`src/rtl/jk_reg_bank.sv`:
```
// jk_reg_bank: a bank of WIDTH independent JK flip-flops that share one clock,
// enable and parallel-load path. Each bit follows the JK rule (hold / clear /
// set / toggle) when enabled; a load overrides the JK update for every bit.
//
// Alongside the bank state it keeps:
//   - changed    : per-bit flag, high for one cycle after a bit transitions
//   - change_cnt : saturating count of edges on which any bit of q changed
//   - cnt_sat    : registered flag, high while change_cnt is at its maximum
//
// Optional feature (macro JK_REG_BANK_PARITY_EN): adds a registered parity
// output equal to ^q, updated on the same edge as q.
//
// Ports:
//   clk        in   1      clock, all state updates on the rising edge
//   resetn     in   1      synchronous reset, active-low, overrides all inputs
//   en         in   1      global enable for the JK update
//   load       in   1      parallel load strobe, wins over en/j/k
//   d          in   WIDTH  parallel load data
//   j, k       in   WIDTH  per-bit J and K
//   cnt_clr    in   1      synchronous clear of the change counter
//   q          out  WIDTH  bank state
//   changed    out  WIDTH  bits of q that changed on the most recent edge
//   change_cnt out  CNT_W  number of edges on which q changed (saturating)
//   cnt_sat    out  1      high while change_cnt == 2^CNT_W-1
//   parity     out  1      ^q, registered (only with JK_REG_BANK_PARITY_EN)
//
// All outputs come straight from flops; there is no combinational input to
// output path.

module jk_reg_bank #(
    parameter int unsigned          WIDTH     = 8,
    parameter int unsigned          CNT_W     = 8,
    parameter logic [WIDTH-1:0]     RESET_VAL = {WIDTH{1'b0}}
) (
    input  logic             clk,
    input  logic             resetn,
    input  logic             en,
    input  logic             load,
    input  logic [WIDTH-1:0] d,
    input  logic [WIDTH-1:0] j,
    input  logic [WIDTH-1:0] k,
    input  logic             cnt_clr,
    output logic [WIDTH-1:0] q,
    output logic [WIDTH-1:0] changed,
    output logic [CNT_W-1:0] change_cnt,
    output logic             cnt_sat
`ifdef JK_REG_BANK_PARITY_EN
    ,
    output logic             parity
`endif
);

    localparam logic [CNT_W-1:0] CntMax = {CNT_W{1'b1}};

    logic [WIDTH-1:0] q_d;
    logic [CNT_W-1:0] cnt_d;
    logic             sat_d;
    logic             change_event;

    // Next bank state: load beats the JK update, disabled JK holds.
    always_comb begin
        q_d = q;
        if (load) begin
            q_d = d;
        end else if (en) begin
            for (int i = 0; i < int'(WIDTH); i++) begin
                unique case ({j[i], k[i]})
                    2'b00:   q_d[i] = q[i];
                    2'b01:   q_d[i] = 1'b0;
                    2'b10:   q_d[i] = 1'b1;
                    2'b11:   q_d[i] = ~q[i];
                    default: q_d[i] = q[i];
                endcase
            end
        end
    end

    assign change_event = (q_d != q);

    // Clear wins over a simultaneous event; the counter never wraps.
    always_comb begin
        cnt_d = change_cnt;
        if (cnt_clr) begin
            cnt_d = '0;
        end else if (change_event && (change_cnt != CntMax)) begin
            cnt_d = change_cnt + 1'b1;
        end
    end

    // Registered saturation flag tracks the counter value it is stored with.
    assign sat_d = (cnt_d == CntMax);

    always_ff @(posedge clk) begin
        if (!resetn) begin
            q          <= RESET_VAL;
            changed    <= '0;
            change_cnt <= '0;
            cnt_sat    <= 1'b0;
        end else begin
            q          <= q_d;
            changed    <= q_d ^ q;
            change_cnt <= cnt_d;
            cnt_sat    <= sat_d;
        end
    end

`ifdef JK_REG_BANK_PARITY_EN
    // Computed from q_d so parity is valid in the same cycle as q.
    always_ff @(posedge clk) begin
        if (!resetn) begin
            parity <= ^RESET_VAL;
        end else begin
            parity <= ^q_d;
        end
    end
`endif

endmodule

```
`config.mk`:
```
export PLATFORM = sky130hd
export DESIGN_NAME = jk_reg_bank
export DESIGN_NICKNAME = d
export VERILOG_FILES = /design/src/rtl/jk_reg_bank.sv
export SDC_FILE = /design/constraint.sdc
export NUM_CORES = 1
export LEC_CHECK = 0
export ABC_AREA = 1
export CORE_ASPECT_RATIO = 0.8
export CORE_MARGIN = 3
export CORE_UTILIZATION = 41
export DETAILED_ROUTE_END_ITERATION = 10
export GPL_TIMING_DRIVEN = 0
export HOLD_SLACK_MARGIN = 0.1
export PLACE_DENSITY = 0.74
export SETUP_SLACK_MARGIN = 0.4
export SLEW_MARGIN = 10
export SYNTH_ARGS = -nofsm -noshare
export SYNTH_HDL_FRONTEND = slang
export SYNTH_SLANG_ARGS = --single-unit
```
`constraint.sdc`:
```
create_clock -name clk -period 4 [get_ports clk]
set_clock_uncertainty 0.15 [all_clocks]
set_input_delay 0.6 -clock clk [delete_from_list [all_inputs] [get_ports clk]]
set_output_delay 0.6 -clock clk [all_outputs]
set_load 0.02 [all_outputs]
```
; Yosys cells after proc, flatten, opt, wreduce, memory -nomap -nowiden
; Cells that the tools add are included.
[classes]
mux = 12
eq_ne = 27
n_reduce_logical = 9
bitwise = 9
add_sub_neg = 1
[ops]
columns = op, n
row1 = equality test 2 bit (second input constant), 16
row2 = two-way mux 8 bit, 4
row3 = case mux 1 bit (4 select lines), 8
row4 = equality test 2 x 1 -> 1 bit (second input constant), 8
row5 = logical NOT 2 bit, 8
row6 = adder 8 x 1 -> 8 bit (second input constant), 1
row7 = equality test 8 bit (second input constant), 1
row8 = != test 8 bit, 1
row9 = != test 8 bit (second input constant), 1
row10 = inverter 1 bit, 8
row11 = bitwise XOR 8 bit, 1
row12 = logical AND 1 bit, 1
[totals]
elab_cells = 62
output_inout_bits = 25
register_bits = 25

; Logic depth before layout (Yosys ltp)
[depth]
depth_word = 9
ltp_mapped = 17
ltp_nobuf = 16

; Worst setup path before layout
; Ideal clock, no wire load.
[synth_timing]
path_kind = input port to flip-flop
from = in load
to = reg cnt_sat
t_arrival_ps = 1849
n_path_buf = 2
setup_slack_ps = 1937
setup_ps = 64
required_ps = 3786
cell_stages = 16
cell_sequence = buf_6 inv_4 buf_6 or2_1 nand3_2 nand2_2 nand2_2 nor2_4 nand2_4 nand2_4 nand2_2 nand2_1 inv_1 nor2_1 nand3_1 nor2_1
[synth_between]
elab_chain_cells = 6
[synth_rtl]
columns = element, line_no
row1 = "start, declared", 38  ; input logic load,
row2 = two-way mux 8 bit, 63  ; if (load) begin
row3 = != test 8 bit, 78  ; assign change_event = (q_d != q);
row4 = logical AND 1 bit, 85  ; end else if (change_event && (change_cnt != CntMax)) begin
row5 = two-way mux 8 bit, 85
row6 = two-way mux 8 bit, 83  ; if (cnt_clr) begin
row7 = equality test 8 bit, 91  ; assign sat_d = (cnt_d == CntMax);
row8 = "end signal, assigned", 103  ; cnt_sat <= sat_d;
row9 = "end, declared", 46  ; output logic cnt_sat
; Every way passes these cells.
; A chain may end at the register's enable or synchronous reset.

; Worst setup path after layout
[layout_timing]
from = in d[4]
to = reg cnt_sat
[layout_between]
elab_chain_cells = 6
[layout_rtl]
columns = element, line_no
row1 = "start, declared", 39  ; input logic [WIDTH-1:0] d,
row2 = two-way mux 8 bit, 63
row3 = != test 8 bit, 78
row4 = logical AND 1 bit, 85
row5 = two-way mux 8 bit, 85
row6 = two-way mux 8 bit, 83
row7 = equality test 8 bit, 91
; Every way passes these cells.

==> impl_metrics.tcl <==
set metrics [dict create \
    status "completed" \
    grt_antenna_before_repair 0 \
    worst_ep_arrival_time_ns 2.34 \
    period_share 0.572 \
    min_from "change_cnt[7]$_SDFF_PN0_" \
    hold_viol 0 \
    utilization 0.613 \
    crit_required_ns 4.05 \
    fin_crit_ns 2.29 \
    hold_path.class "reg -> reg" \
    cts.htree.levels 1 \
    finalSetupTns_ns 0 \
    place_congestion 0.920 \
    design.core.area_sq_mm 0.00352 \
    cts_resized 0 \
    setup_slack_ns 1.71 \
    postCtsSetupBuffers 0 \
    end_kind "flip-flop" \
    yosysMostFrequentCell "nand2_1" \
    area_growth_pct 39.3 \
    drive_gt1_frac 0.107 \
    maxCapViolCount 0 \
    avgSynthCellArea_sq_um 6.59 \
    numCtsBuffers 3 \
    dp_slack_ns 1.46 \
    wirelength_mm 4.09 \
    place_area_sq_mm 0.00211 \
    cp_slowest_cell "clkdlybuf4s50_1" \
    cp_top_family "simple AND/OR/NAND/NOR gates" \
    viasPerCell 5.06 \
    drt_iter0_drc 108 \
    cts_tree "built" \
    rr_startpoint "change_cnt[0]$_SDFF_PN0_" \
    r2r-end "cnt_sat$_SDFF_PN0_" \
    hpwl_mm 3.21 \
    synth-main-ff-cell "dfxtp_1" \
    start_util 0.440 \
    critPathMostFrequentCell "nand3_1" \
    setup_viol 0 \
    ant_nets 0 \
    wire_per_inst_um 12.3 \
    port_buffers 51 \
    final_nets 321 \
    cts_buffer_depth 2 \
    slowest_delay_ns 0.42 \
    first_pass_iters 4 \
    num_antenna_cells 0 \
    start_kind "primary input" \
    slew_violations 0 \
    async_flop_share 0 \
    ys_types 28 \
    globalRouteTotalUtil 0.186 \
    syn_area_sq_mm 0.00155 \
    crit_chain "clkdlybuf4s50_1 -> or2_2 -> nand3_1 -> nand2_1 -> nand2_2 -> nor2_4 -> nand2_4 -> nand2_4 -> nand2_1 -> nand3_1 -> nor2_1 -> nand3_1 -> nor2_1" \
    slew_headroom 0.673 \
    crit_buf_inv 1 \
    synth.area.top_cells "dfxtp_1, nand3_1, nand2_1" \
    r2r_cells 11 \
    power.density_mw_per_mm2 273 \
    worstPathMaxFanout 7 \
    synth_cells 235 \
    clock_latency_ns 0.26 \
    p_leak_nw 0.896 \
    finalPower_uw 588 \
    cts_root_buf "clkbuf_8" \
    fmax_mhz 437 \
    synth_top_area_share 0.323 \
    ys_warn_count 0 \
    ys_seq_area_frac 0.323 \
    dr_total_vias 1680 \
    grt_max_degree 14 \
    synth-seq-cells 25 \
    synth_nets 265 \
    synth_edf_count 0 \
    critical_path_depth 13 \
    ir_worst_vdd_uv 162 \
    worst_pin_slew_ns 0.486 \
    die_w_um 74.7 \
    dieArea_sq_mm 0.00456 \
    worstSetupPathType "in -> reg" \
    rsz0062_at_grt "false" \
    grt_pass1_vias 1438 \
    path_clk_slew_ns 0.08 \
    cts_num_sinks 25 \
    rows 19 \
    io_pins 54 \
    grt_pass1_wl_mm 6.57 \
    drc_errors 0 \
    grt_overflow 0 \
    ctsHoldBuffers 0 \
    holdPathEnd "change_cnt[7]$_SDFF_PN0_" \
    die_y_um 61.0 \
    r2r_setup_slack_ns 1.82 \
    worstHoldPathCells 4 \
    postLayoutCellArea_sq_mm 0.00216 \
    synth_commonest_cells "nand2_1, nand3_1, dfxtp_1" \
    yosysTopAreaCell "dfxtp_1" \
]
[sequential cells by signal (all words and copies together), names as in the netlist]
register    cells
changed         8
change_cnt      8
cnt_sat         1
q               8
[worst max-delay path by stage]
stage / from / end / slack [ns]
global route: k[1] / cnt_sat$_SDFF_PN0_ / 1.53
CTS: k[2] / cnt_sat$_SDFF_PN0_ / 1.74
finish: d[4] / cnt_sat$_SDFF_PN0_ / 1.71
global placement: d[4] / cnt_sat$_SDFF_PN0_ / 1.47
floorplan: load / cnt_sat$_SDFF_PN0_ / 1.94
detailed placement: k[2] / cnt_sat$_SDFF_PN0_ / 1.46
[tightest hold or removal path: cells and delay by family (launching register included)]
family	cells	cell delay (ns)
DFF	1	0.34
and+or+nand+nor	3	0.14
buffers and inverters	1	0.06
[routing by layer]
layer	vias up	global-route usage	wire, um
met5	-	0	0
met4	0	0.0355	25
met3	2	0.0381	349
met2	69	0.285	1780
met1	740	0.273	1930
li1	869	-	-
[power by group]
group | total (mW) | internal (mW) | leakage (nW) | switching [mW]
registers | 0.274 | 0.263 | 0.206 | 0.0106
logic | 0.168 | 0.0799 | 0.668 | 0.0886
clock network | 0.146 | 0.0711 | 0.0228 | 0.0750
total | 0.588 | 0.414 | 0.896 | 0.174
[layout by cell type, fill, tap and decap left out, drive strengths merged, types with 5 or more instances in the layout]
cell	n
clkbuf	5
buf	7
dfxtp	25
nand2	72
inv	21
nor2	25
clkdlybuf4s50	51
or2	8
a21oi	8
nand3	54
[kinds of logic (layout without fill, tap and decap cells)]
logic type      count (synthesis)  after routing  synth area share
simple gates                  167            167             0.522
buf+inv                        29             84            0.0937
flops                          25             25             0.323
compound gates                 10             10            0.0363
xor+xnor                        3              3            0.0170
fa+ha+maj                       1              1           0.00808
[final cells by class]
cell class              count  area (sq um)
well taps                  42          52.6
clock buffers               4          45.0
flip-flops and latches     25           500
plain buffers               8          63.8
multi-input cells         181           903
repair buffers             51           510
inverters                  21          81.3
fillers                   338          1360
[through the flow]
step                hold WS (ns)  cells
finish                     0.426    332
floorplan                  0.480    235
global placement           0.418    328
CTS                        0.427    332
detailed placement         0.413    328
global route               0.481    332
Note: power is estimated with default switching activity, not from simulation.
